**config.mk**
```make
export PLATFORM = sky130hd
export DESIGN_NAME = result_buffer
export DESIGN_NICKNAME = d
export VERILOG_FILES = /design/src/rtl/result_buffer.sv
export SDC_FILE = /design/constraint.sdc
export NUM_CORES = 1
export LEC_CHECK = 0
export ABC_CLOCK_PERIOD_IN_PS = 10020
export CORE_UTILIZATION = 35
export DETAILED_ROUTE_END_ITERATION = 10
export SYNTH_ARGS = -nofsm -noshare
export SYNTH_HDL_FRONTEND = slang
export SYNTH_SLANG_ARGS = --single-unit
```
**constraint.sdc**
```tcl
create_clock -name clk_RB -period 10.02 [get_ports clk_RB]
set_clock_uncertainty 0.1 [all_clocks]
set_input_delay 1.503 -clock clk_RB [delete_from_list [all_inputs] [get_ports clk_RB]]
set_output_delay 1.503 -clock clk_RB [all_outputs]
set_load 0.02 [all_outputs]
```
**src/rtl/result_buffer.sv**
```systemverilog
// In-order result buffer between the execute stage and its consumer; an entry pushed at edge N is at the head from cycle N+1 on.
// ready_in_RB drops only when full and valid_out_RB rises only when non-empty, both decoded from registered count; offers while full are dropped and flagged.
module result_buffer #(
  parameter  int DEPTH = 8,
  localparam int CW    = $clog2(DEPTH) + 1
) (
  input  logic          clk_RB,
  input  logic          rstn_RB,
  input  logic          clear_RB,
  input  logic          valid_in_RB,
  input  logic [31:0]   res_in_RB,
  input  logic [5:0]    op_in_RB,
  input  logic          zf_in_RB,
  output logic          ready_in_RB,
  output logic          valid_out_RB,
  input  logic          ready_out_RB,
  output logic [31:0]   res_out_RB,
  output logic [5:0]    op_out_RB,
  output logic          zf_out_RB,
  output logic [CW-1:0] count_RB,
  output logic          ovf_RB,
  output logic [15:0]   zcnt_RB
);

  localparam int AW = $clog2(DEPTH);

  typedef struct packed {
    logic [5:0]  op;
    logic        zf;
    logic [31:0] res;
  } entry_t;

  entry_t        mem_q [DEPTH];
  logic [AW-1:0] wr_ptr_q, wr_ptr_d;
  logic [AW-1:0] rd_ptr_q, rd_ptr_d;
  logic [CW-1:0] count_q, count_d;
  logic          ovf_q, ovf_d;
  logic [15:0]   zcnt_q, zcnt_d;

  logic   full, empty, push, pop;
  entry_t in_entry, head;

  assign full  = (count_q == CW'(DEPTH));
  assign empty = (count_q == '0);

  assign ready_in_RB  = ~full;
  assign valid_out_RB = ~empty;

  assign push = valid_in_RB & ~full;
  assign pop  = ready_out_RB & ~empty;

  assign in_entry = '{op: op_in_RB, zf: zf_in_RB, res: res_in_RB};

  always_comb begin
    wr_ptr_d = wr_ptr_q;
    rd_ptr_d = rd_ptr_q;
    count_d  = count_q;
    ovf_d    = ovf_q;
    zcnt_d   = zcnt_q;
    if (clear_RB) begin
      wr_ptr_d = '0;
      rd_ptr_d = '0;
      count_d  = '0;
      ovf_d    = 1'b0;
      zcnt_d   = '0;
    end else begin
      if (push) begin
        wr_ptr_d = wr_ptr_q + AW'(1);
        if (zf_in_RB && (zcnt_q != 16'hFFFF)) begin
          zcnt_d = zcnt_q + 16'd1;
        end
      end
      if (pop) begin
        rd_ptr_d = rd_ptr_q + AW'(1);
      end
      case ({push, pop})
        2'b10:   count_d = count_q + CW'(1);
        2'b01:   count_d = count_q - CW'(1);
        default: count_d = count_q;
      endcase
      if (valid_in_RB && full) begin
        ovf_d = 1'b1;
      end
    end
  end

  always_ff @(posedge clk_RB or negedge rstn_RB) begin
    if (!rstn_RB) begin
      wr_ptr_q <= '0;
      rd_ptr_q <= '0;
      count_q  <= '0;
      ovf_q    <= 1'b0;
      zcnt_q   <= '0;
    end else begin
      wr_ptr_q <= wr_ptr_d;
      rd_ptr_q <= rd_ptr_d;
      count_q  <= count_d;
      ovf_q    <= ovf_d;
      zcnt_q   <= zcnt_d;
    end
  end

  // Storage is deliberately unreset; occupancy alone decides what is valid.
  always_ff @(posedge clk_RB) begin
    if (push && !clear_RB) begin
      mem_q[wr_ptr_q] <= in_entry;
    end
  end

  assign head = mem_q[rd_ptr_q];

  assign res_out_RB = empty ? 32'd0 : head.res;
  assign op_out_RB  = empty ? 6'd0  : head.op;
  assign zf_out_RB  = empty ? 1'b0  : head.zf;

  assign count_RB = count_q;
  assign ovf_RB   = ovf_q;
  assign zcnt_RB  = zcnt_q;

endmodule

```
======== Word level (Yosys, flattened, before mapping) ========
Memories as Yosys holds them, arrays and structs flattened.
Index checks and enable logic that the tools add are counted.
storage, ports and cells
  bits in registers ....................... 27
  RAM bits ................................ 312
  input bits .............................. 44
  output and inout bits ................... 62
  logic and storage cells ................. 46
  memories ................................ 1
operators by class
  $add $sub $neg .......................... 5
  equality and inequality tests ........... 4
  multiplexer cells ....................... 16
  bitwise operators ....................... 4
  reduce and logical (&&, ||, !) cells .... 11
memory list
  name   words  width  read ports  clocked after Yosys merged registers in  wr ports  line  source
  mem_q  8      39     1           0                                        1         33    entry_t mem_q [DEPTH];
operator list
  operator                                                            count
  16-bit 2-to-1 mux                                                   3
  32-bit 2-to-1 mux                                                   1
  16-bit by 1-bit adder with 16-bit output, second input constant     1
  16-bit inequality test, second input constant                       1
  3-bit 2-to-1 mux                                                    4
  4-bit one-hot mux with 2 select lines                               1
  2-bit nonzero test                                                  4
  3-bit by 1-bit adder with 3-bit output, second input constant       2
  6-bit 2-to-1 mux                                                    1
  1-bit 2-to-1 mux                                                    5
  4-bit by 1-bit adder with 4-bit output, second input constant       1
  4-bit == test, second input constant                                1
  4-bit zero test                                                     1
  4-bit 2-to-1 mux                                                    1
  4-bit by 1-bit subtractor with 4-bit output, second input constant  1
  1-bit logical AND                                                   3
  3-bit nonzero test                                                  1
  1-bit bitwise AND                                                   2
  2-bit by 1-bit == test with 1-bit output, second input constant     1
  2-bit == test, second input constant                                1
  1-bit NOT                                                           2
  2-bit AND reduction                                                 1
  1-bit zero test                                                     1

======== Depth between registers and ports, before layout ========
Gate-level depths: netlist (run 1).
  word-level depth ........................ 6
  mapped depth ............................ 10
  mapped depth without buffers ............ 9

======== Worst setup path after synthesis (run 1) ========
Ideal clock, no wire load.
  path type ............................... in2reg
  start ................................... input valid_in_RB
  end ..................................... memory mem_q[0][0] in the netlist's numbering (enable)
  library setup time ...................... 0.546 ns
  data arrival time ....................... 6.067 ns
  setup slack ............................. 3.307 ns
  cell stages on the path ................. 3
  buffers on the path ..................... 1
  cell sequence ........................... clkbuf_1 nand2_1 nor4b_1
on the way
  longest elaborated chain between the ends .. 4
RTL lines
  element                                 line  source
  start: declaration                      10    input logic valid_in_RB,
  1-bit bitwise AND                       49    assign push = valid_in_RB & ~full;
  1-bit logical AND                       105   if (push && !clear_RB) begin
  1-bit 2-to-1 mux                        105
  1-bit 2-to-1 mux (not written as such)  106   mem_q[wr_ptr_q] <= in_entry;
  end: declaration                        33
No other way between the ends.

======== Final worst setup path (run 1) ========
  start ................................... register rd_ptr_q[0]
  end ..................................... output res_out_RB[16]
on the way
  longest elaborated chain between the ends .. 2
RTL lines
  element                   line  source
  start: declaration        35    logic [AW-1:0] rd_ptr_q, rd_ptr_d;
  start signal: assignment  96    rd_ptr_q <= rd_ptr_d;
  memory read 8 x 39 bit    --
  32-bit 2-to-1 mux         112   assign res_out_RB = empty ? 32'd0 : head.res;
  end: declaration          17    output logic [31:0] res_out_RB,
No other way between the ends.

==> results of run 1 <==
==> per-layer routing <==
metal	up-vias	wire length [um]	GRT usage
met1	3535	12900	0.200
met4	2	463	0.0376
met2	125	13200	0.230
met3	38	1460	0.0322
met5	-	17	0
li1	3051	-	-
==> layout by cell type (no fill, tap or decap), types with 13 or more instances in the layout <==
cell type        instances
a21oi_1                 21
buf_4                   16
clkbuf_16               37
clkdlybuf4s50_1        105
dfrtp_1                 24
edfxtp_1               312
mux2i_1                 39
mux4_2                  79
nand2_1                 13
nand3_1                 13
nor2_1                  49
==> metrics by stage <==
| step | std cells | setup slack (ns) | area (sq um) | hold slack (ns) |
|---|---|---|---|---|
| finish | 1343 | 4.63 | 16200 | 0.409 |
| global route | 1342 | 4.32 | 16200 | 0.433 |
| CTS | 1342 | 4.48 | 16200 | 0.407 |
| detailed placement | 1280 | 5.06 | 15200 | 0.390 |
| global placement | 1280 | 5.06 | 15200 | 0.380 |
| floorplan | 684 | 3.31 | 13400 | 0.475 |
==> state kept, by name, summed over array words and instances, names as in the netlist <==
register / cells
mem_q: 312
zcnt_RB: 16
count_RB: 4
rd_ptr_q: 3
wr_ptr_q: 3
ovf_RB: 1
==> cell families after synthesis <==
logic type / count (synthesis) / synth area share
flip-flops: 339 / 0.747
XOR/XNOR: 6 / 0.00391
AND/OR/NAND/NOR: 124 / 0.0473
multiplexers: 120 / 0.163
buffers and inverters: 45 / 0.0133
AO/OA/AOI/OAI: 45 / 0.0210
adder cells (fa/ha/maj): 5 / 0.00465
==> worst paths after layout <==
kind / cells after the start / start / end
worst max register to register: 8 / count_RB[1] / count_RB[3]
worst min register to register: 2 / ovf_RB / ovf_RB
worst min-delay path: 2 / ovf_RB / ovf_RB
min in group asynchronous: 2 / rstn_RB / zcnt_RB[2]
max in group asynchronous: 2 / rstn_RB / rd_ptr_q[0]
worst max-delay path: 5 / rd_ptr_q[0] / res_out_RB[16]
==> where the power goes <==
part	internal (W)	switching [W]	total, W	leakage (nW)
logic	0.000370	0.000383	0.000753	1.29
registers	0.00158	0.0000623	0.00165	3.18
clock network	0.000702	0.000514	0.00122	0.513
total	0.00266	0.000959	0.00362	4.99
==> area by class of cell <==
type	count	area share
Timing Repair Buffer	121	0.0721
Antenna cell	1	0.000154
Multi-Input combinational cell	300	0.202
Sequential cell	339	0.619
Tap cell	511	0.0394
Clock buffer	47	0.0593
Clock inverter	15	0.00616
Inverter	9	0.00208
==> worst max-delay path: stages, from the launching register on <==
cell             delay [ns]
dfrtp_4                1.03
buf_4                  0.77
mux4_2                 0.60
mux2i_1                0.15
nor2_1                 0.12
clkdlybuf4s50_1        0.58
==> summary.md, run 1 <==
| Metric | Value |
|---|---|
| Clk_lat worst skew | 0.52 ns |
| CTS root buffer | clkbuf_16 |
| Most used flip-flop cell after synthesis | edfxtp_1 |
| # IOs | 106 |
| Synthesis-stage register bit count | 339 |
| Post-synthesis cell area | 0.0134 sq mm |
| Fillcell total | 3295 |
| Final setup vio count | 0 |
| Final worst-path cycle share | 0.538 |
| Critical Path RT | 8.42 ns |
| Post-CTS Hold Buffers | 0 |
| PostCTS Resize Cnt | 0 |
| Die ar. | 0.0392 sq mm |
| Setup TNS | 0 ns |
| DR pass1 iterations | 4 |
| Cell variety after synth | 44 |
| Max-Cap Viols | 0 |
| Routed wire per std cell | 20.9 um |
| Total power | 0.00362 W |
| Residual DRC | 0 |
| FF+latch area | 0.0101 sq mm |
| Synth Net Count | 733 |
| Post-synth EDFFs | 312 |
| Worst Setup Path Type | flop to output port |
| Via count | 6751 |
| Crit path capture type | output port |
| HPWL after DPL | 14900 um |
| Synth top area cells | edfxtp_1, mux4_2, dfrtp_1, mux2i_1, nor2_1 |
| Vias in the first global route | 6776 |
| Status | finished, final reports clean |
| Core area | 0.0378 sq mm |
| Clock-pin slew of the registers on the worst-case setup and hold paths | 0.06 ns |
| Top-count cell post-synth | edfxtp_1 |
| Asr flop ratio synth | 0.0796 |
| Share of cells above drive strength 1 | 0.189 |
| Top-area cell type share of the netlist area | 0.697 |
| Pwr Density | 222 mW/mm^2 |
| Post-layout minimum cycle time | 5.39 ns |
| Clock Path Buffers | 3 |
| Total CTS buffers | 36 |
| Initial antenna violation count | 2 |
| Grt total ovfl | 0 |
| FMAX | 185 MHz |
| Synth warnings | 0 |
| Critical path peak fanout | 43 |
| Area Overhead vs Synth | 20.8% |
| I/O Buffers | 105 |
| Initial DRC Count | 484 |
| Worst Tran Pin Value | 1.07 ns |
| Mapped Cells | 684 |
| Global-route wire length before repair | 41900 um |
| Nets@finish | 856 |
| CTS sink count | 339 |
| FP Rows | 71 |
| Layout Utilization | 0.430 |
| Starting Density | 0.356 |
| Drt total wl | 28000 um |
| Largest net degree at the start of global routing | 72 |
| Sequential cell area fraction in the yosys report | 0.747 |
| Final hold violation count | 0 |
| Multi-input logic area | 0.00328 sq mm |
| Routed vias/inst | 5.03 |
| Unrepaired setup endpoints after global routing | false |
| Post-CTS setup buffers | 0 |
| DIE WIDTH | 198 um |
| CP Launch Type | flop |
| WP data arrival | 3.79 ns |
| Post-synth top area cell | edfxtp_1 |
| Synth top cells by count | edfxtp_1, mux4_2, nor2_1 |
| Total Routing Usage GR | 0.144 |
| Hold Path Class | flop to flop |
| H-tree depth | 2 |
| Fin. max-slew vios | 0 |
| Maximum vdd drop | 0.000103 V |
| RD Place Congestion | 0.759 |
| Leak Pwr | 4.99 nW |
| CTS tree | built |
| Synthesized area per cell | 19.7 sq um |
| Setup slack, reg-to-reg | 6.53 ns |
| Post-DRT Antenna Nets | 0 |
| Rel. slew slack | 0.288 |
| Die H | 198 um |
No activity file was read; power rests on OpenSTA's default activity.
==> inputs of run 2 (changes only) <==
--- a/config.mk
+++ b/config.mk
@@ -5,7 +5,7 @@
 export SDC_FILE = /design/constraint.sdc
 export NUM_CORES = 1
 export LEC_CHECK = 0
-export ABC_CLOCK_PERIOD_IN_PS = 10020
+export ABC_CLOCK_PERIOD_IN_PS = 4600
 export CORE_UTILIZATION = 35
 export DETAILED_ROUTE_END_ITERATION = 10
 export SYNTH_ARGS = -nofsm -noshare
==> constraint.sdc (replaced) <==
create_clock -name clk_RB -period 4.6 [get_ports clk_RB]
set_clock_uncertainty 0.1 [all_clocks]
set_input_delay 0.69 -clock clk_RB [delete_from_list [all_inputs] [get_ports clk_RB]]
set_output_delay 0.69 -clock clk_RB [all_outputs]
set_load 0.02 [all_outputs]
==> summary.md, run 2 (same netlist as run 1, synthesis figures left out) <==
| Metric | Value |
|---|---|
| Largest net degree at the start of global routing | 42 (-42%) |
| Layer with the highest usage | met2 |
| Hold Path Class | flop to flop |
| Crit path capture type | output port |
| Initial antenna violation count | 0 (-2) |
| Starting Density | 0.356 (unchanged) |
| CTS tree | built |
| Final setup vio count | 0 (unchanged) |
| Residual DRC | 0 (unchanged) |
| Clock-pin slew of the registers on the worst-case setup and hold paths | 0.06 ns (about the same) |
| Met2 GRT Util | 0.240 (+0.00926) |
| Max FFs per register | 312 (unchanged) |
| DIE WIDTH | 198 um (unchanged) |
| Drt total wl | 27700 um (-0.93%) |
| Global-route wire length before repair | 42400 um (+1.1%) |
| H-tree depth | 2 (unchanged) |
| Commonest cells after routing, fill and taps aside | edfxtp_1, clkdlybuf4s50_1, mux4_2 |
| FMAX | 271 MHz |
| Share of cells above drive strength 1 | 0.190 (+0.00104) |
| CP Launch Type | flop |
| Fin cells | 1350 (+0.52%) |
| Post-DRT Antenna Nets | 0 (unchanged) |
| CTS root buffer | clkbuf_16 |
| Post-CTS Hold Buffers | 0 (unchanged) |
| Nets@finish | 859 (+0.35%) |
| Fin. max-slew vios | 0 (unchanged) |
| DR pass1 iterations | 4 (unchanged) |
| Initial DRC Count | 313 (-35%) |
| Placed Cells | 1281 (+0.078%) |
| Final hold violation count | 0 (unchanged) |
| Area Overhead vs Synth | 21.7% |
| PostCTS Resize Cnt | 0 (unchanged) |
| Via count | 6791 (+0.59%) |
| WP data arrival | 2.90 ns (-0.89 ns) |
| Total Routing Usage GR | 0.146 (+0.00101) |
| Die H | 198 um (unchanged) |
| Max-Cap Viols | 0 (unchanged) |
| Total CTS buffers | 38 (+5.6%) |
| GRT met3 Usage | 0.0286 (-0.00358) |
| Worst Setup Path Type | flop to output port |
| Met1 GRT Util | 0.198 (-0.00177) |
| # IOs | 106 (unchanged) |
| Core area | 0.0378 sq mm (unchanged) |
| Vias in the first global route | 7026 (+3.7%) |
| Status | finished, final reports clean |
| Die ar. | 0.0392 sq mm (unchanged) |
| Critical Path RT | 3.81 ns (-4.61 ns) |
| Routed wire per std cell | 20.6 um (-1.4%) |
| Clk_lat worst skew | 0.50 ns (-0.02 ns) |
| Setup TNS | 0 ns (unchanged) |
| Critical path peak fanout | 36 (-16%) |
| Worst Tran Pin Value | 0.961 ns (-0.106 ns) |
| Grt total ovfl | 0 (unchanged) |
| Register with the most flip-flops | mem_q |
| Routed vias/inst | 5.03 (about the same) |
| Clock Path Buffers | 3 (unchanged) |
| Commonest non-fill, non-tap cell in the layout | edfxtp_1 |
| I/O Buffers | 105 (unchanged) |
| Leak Pwr | 5.04 nW (+0.98%) |
| Maximum vdd drop | 0.000269 V (+160%) |
| RD Place Congestion | 0.802 (+5.6%) |
| Final worst-path cycle share | 0.802 |
| CTS sink count | 339 (unchanged) |
| HPWL after DPL | 14400 um (-2.7%) |
| Post-CTS setup buffers | 0 (unchanged) |
| Post-layout minimum cycle time | 3.69 ns |
| Rel. slew slack | 0.353 (+0.0650) |
| FP Rows | 71 (unchanged) |
| Unrepaired setup endpoints after global routing | false |
| Pwr Density | 484 mW/mm^2 (+120%) |
-- run 2: cell count changes in the layout (fill, tap and decap cells not counted), moves of 2 or more --
| cell | change |
|---|---|
| buf_12 | +4 |
| buf_4 | -3 |
| clkinv_1 | +3 |
| clkbuf_16 | +2 |
-- run 2: worst max-delay path, cell delays in order (launching register included) --
cell             delay [ns]
dfrtp_4                0.64
buf_12                 0.33
mux4_2                 0.54
mux2i_1                0.22
nor2_1                 0.07
clkdlybuf4s50_1        0.56
-- run 2: where the power goes --
group          internal, W  switching, W  leakage [nW]  total (W)
Sequential         0.00345     0.0000967          3.18    0.00355
Clock              0.00156       0.00114         0.539    0.00270
Combinational     0.000822      0.000853          1.32    0.00168
Total              0.00583       0.00209          5.04    0.00792
-- run 2: routing by layer --
| layer | up-vias | wire (um) |
|---|---|---|
| met2 | 167 | 13500 |
| met3 | 32 | 1240 |
| li1 | 3060 | - |
| met4 | 0 | 408 |
| met1 | 3532 | 12600 |
| met5 | - | 0 |
-- run 2: metrics by stage --
step / utilization / total power, W / worst slack [ns] / hold WS, ns / cell area [sq um]
6_report: 0.434 / 0.00792 / 0.911 / 0.399 / 16400
5_1_grt: 0.433 / 0.00827 / 0.694 / 0.441 / 16400
4_1_cts: 0.433 / 0.00806 / 0.805 / 0.406 / 16400
3_5_place_dp: 0.404 / 0.00533 / 1.06 / 0.392 / 15300
3_3_place_gp: 0.404 / 0.00533 / 1.11 / 0.395 / 15300
2_1_floorplan: - / 0.00463 / 0.102 / 0.294 / 13500
-- run 2: final cells by class --
cell class / instances / area, sq um
timing repair buffer: 122 / 1230
clock inverter: 17 / 93.8
sequential: 339 / 10100
multi-input combinational: 300 / 3300
antenna: 2 / 5.00
clock buffer: 50 / 1020
inverter: 9 / 33.8
fill: 3310 / 21400
tap: 511 / 639
-- run 2: worst paths after layout --
kind / cells after the start / start / slack [ns] / endpoint
setup / recovery: 5 / rd_ptr_q[0] / 0.91 / op_out_RB[2]
hold / removal: 2 / ovf_RB / 0.40 / ovf_RB
setup reg to reg: 8 / count_RB[1] / 1.25 / count_RB[3]
hold reg to reg: 2 / ovf_RB / 0.40 / ovf_RB
max in group asynchronous: 2 / rstn_RB / 3.61 / rd_ptr_q[0]
min in group asynchronous: 2 / rstn_RB / 0.48 / count_RB[3]
==> inputs of run 3 (changes only) <==
--- a/config.mk
+++ b/config.mk
@@ -5,7 +5,7 @@
 export SDC_FILE = /design/constraint.sdc
 export NUM_CORES = 1
 export LEC_CHECK = 0
-export ABC_CLOCK_PERIOD_IN_PS = 4600
+export ABC_CLOCK_PERIOD_IN_PS = 3800
 export CORE_UTILIZATION = 35
 export DETAILED_ROUTE_END_ITERATION = 10
 export SYNTH_ARGS = -nofsm -noshare
==> constraint.sdc (replaced) <==
create_clock -name clk_RB -period 3.8 [get_ports clk_RB]
set_clock_uncertainty 0.1 [all_clocks]
set_input_delay 0.57 -clock clk_RB [delete_from_list [all_inputs] [get_ports clk_RB]]
set_output_delay 0.57 -clock clk_RB [all_outputs]
set_load 0.02 [all_outputs]
==> summary.md, run 3 (same netlist as run 1, synthesis figures left out) <==
| Metric | Value |
|---|---|
| Nets@finish | 865 (+0.70%) |
| Sw Pwr | 0.00261 W (+25%) |
| Worst Setup Path Type | flop to output port |
| CP Launch Type | flop |
| RD Place Congestion | 0.774 (-3.4%) |
| Critical Path RT | 3.13 ns (-0.68 ns) |
| Max-Cap Viols | 0 (unchanged) |
| HPWL after DPL | 15200 um (+4.9%) |
| CTS sink count | 339 (unchanged) |
| Fin. max-slew vios | 0 (unchanged) |
| Part of the power in the clock network | 0.347 (+0.006) |
| Die H | 198 um (unchanged) |
| Commonest cells after routing, fill and taps aside | edfxtp_1, clkdlybuf4s50_1, mux4_2 |
| Crit. Startpoint | rd_ptr_q[0] |
| Pwr Density | 590 mW/mm^2 (+22%) |
| FP Rows | 71 (unchanged) |
| Design area | 0.0166 sq mm (+1.2%) |
| Maximum vdd drop | 0.000365 V (+35%) |
| Clock Path Buffers | 3 (unchanged) |
| Starting Density | 0.356 (unchanged) |
| Grt total ovfl | 0 (unchanged) |
| # IOs | 106 (unchanged) |
| Rel. slew slack | 0.276 (-0.0771) |
| Largest net degree at the start of global routing | 45 (+7.1%) |
| Initial DRC Count | 261 (-17%) |
| Final hold violation count | 0 (unchanged) |
| End of the critical path | res_out_RB[30] |
| Comb pwr share | 0.215 (+0.004) |
| Worst Tran Pin Value | 1.08 ns (+0.115 ns) |
| H-tree depth | 2 (unchanged) |
| Final worst-path cycle share | 0.947 |
| Routed wire per std cell | 21.1 um (+2.8%) |
| Hold slack | 0.296 ns (-0.102 ns) |
| Status | finished, final reports clean |
| Post-CTS setup buffers | 0 (unchanged) |
| Clk_lat worst skew | 0.52 ns (+0.02 ns) |
| Drt total wl | 28600 um (+2.9%) |
| ANT cells | 0 (-2) |
| Flop pwr share | 0.438 (-0.010) |
| I/O Buffers | 105 (unchanged) |
| Global-route wire length before repair | 42900 um (+1.0%) |
| Internal | 0.00716 W (+23%) |
| Die ar. | 0.0392 sq mm (unchanged) |
| DR pass1 iterations | 5 (+1) |
| PostCTS Resize Cnt | 0 (unchanged) |
| Max FFs per register | 312 (unchanged) |
| Critical path peak fanout | 24 (-33%) |
| R2R cell count | 8 (unchanged) |
| Post-layout minimum cycle time | 3.60 ns |
| Initial antenna violation count | 1 (+1) |
| Uppermost layer routed | met5 |
| Leak Pwr | 5.11 nW (+1.5%) |
| FMAX | 278 MHz |
| Final setup vio count | 0 (unchanged) |
| Share of cells above drive strength 1 | 0.203 (+0.0134) |
| Fillcell total | 3304 (-0.18%) |
| Unrepaired setup endpoints after global routing | false |
| Switching Share | 0.267 (+0.00347) |
| Routed length on met1 | 12900 um (+2.3%) |
| Clock-pin slew of the registers on the worst-case setup and hold paths | 0.06 ns (about the same) |
| Area Overhead vs Synth | 23.2% |
| R2r endpoint | count_RB[3] |
| Total CTS buffers | 39 (+2.6%) |
| Vias in the first global route | 7064 (+0.54%) |
| Core area | 0.0378 sq mm (unchanged) |
| Post-DRT Antenna Nets | 0 (unchanged) |
| CTS tree | built |
| Commonest non-fill, non-tap cell in the layout | edfxtp_1 |
| Hold Path Class | primary input to async pin |
| Via count | 6826 (+0.52%) |
| Residual DRC | 0 (unchanged) |
| Post-CTS Hold Buffers | 0 (unchanged) |
| Met2 WL | 13800 um (+2.3%) |
| Crit path capture type | output port |
| WP data arrival | 2.93 ns (+0.03 ns) |
| CTS root buffer | clkbuf_16 |
| Routed vias/inst | 5.05 (+0.37%) |
| DP Area | 0.0154 sq mm (+1.1%) |
| Layout Utilization | 0.439 (+0.00517) |
| Worst reg2reg path startpoint | count_RB[1] |
| Total Routing Usage GR | 0.149 (+0.00377) |
| Metal3 WL | 1340 um (+7.7%) |
| DIE WIDTH | 198 um (unchanged) |
| Setup slack, reg-to-reg | 0.47 ns (-0.78 ns) |
| Register with the most flip-flops | mem_q |
| Total power | 0.00977 W (+23%) |
-- run 3: cell types whose count changed in the layout (fill, tap and decap cells not counted), sizes merged --
cell / change
buf: +5
bufinv: +1
clkbuf: -5
clkinv: +1
clkinvlp: +2
diode: -2
-- run 3: stage by stage --
stage	TNS [ns]	instances	worst slack, ns
after floorplan	-82.06	684	-0.664
after global placement	0	1286	0.453
after detailed placement	0	1286	0.342
after CTS	0	1352	0.110
after global routing	0	1352	0.0112
final	0	1352	0.203
-- run 3: power by group through the flow --
| stage | combinational (W) | clock [W] | sequential [W] |
|---|---|---|---|
| 2_1_floorplan | 0.00129 | 0 | 0.00431 |
| 3_3_place_gp | 0.00215 | 0 | 0.00435 |
| 3_5_place_dp | 0.00215 | 0 | 0.00436 |
| 4_1_cts | 0.00216 | 0.00348 | 0.00428 |
| 5_1_grt | 0.00226 | 0.00362 | 0.00429 |
| 6_report | 0.00210 | 0.00339 | 0.00428 |
-- run 3: critical path, cell delays in order, from the launching register on --
cell	delay [ns]
dfrtp_4	0.58
buf_12	0.26
buf_4	0.24
mux4_2	0.52
mux2i_1	0.14
nor2_1	0.07
clkdlybuf4s50_1	0.55
-- run 3: worst min-delay path by stage --
stage / start / depth (start not counted) / slack (ns) / to
2_1_floorplan: rstn_RB / 0 / 0.17 / count_RB[0]
3_3_place_gp: ovf_RB / 2 / 0.40 / ovf_RB
3_5_place_dp: ovf_RB / 2 / 0.40 / ovf_RB
4_1_cts: rstn_RB / 1 / 0.28 / rd_ptr_q[0]
5_1_grt: rstn_RB / 1 / 0.33 / rd_ptr_q[0]
6_report: rstn_RB / 1 / 0.30 / rd_ptr_q[0]
-- run 3: metal layers --
layer	vias up	global-route usage
met5	-	0
met4	2	0.0434
met3	43	0.0324
met2	151	0.247
met1	3557	0.198
li1	3073	-
-- run 3: layout make-up --
type,count,area (sq um),area share
clock inverter,21,148,0.00891
tap,511,639,0.0386
inverter,9,33.8,0.00204
multi-input combinational,300,3300,0.199
clock buffer,45,998,0.0603
timing repair buffer,127,1390,0.0840
sequential,339,10100,0.607
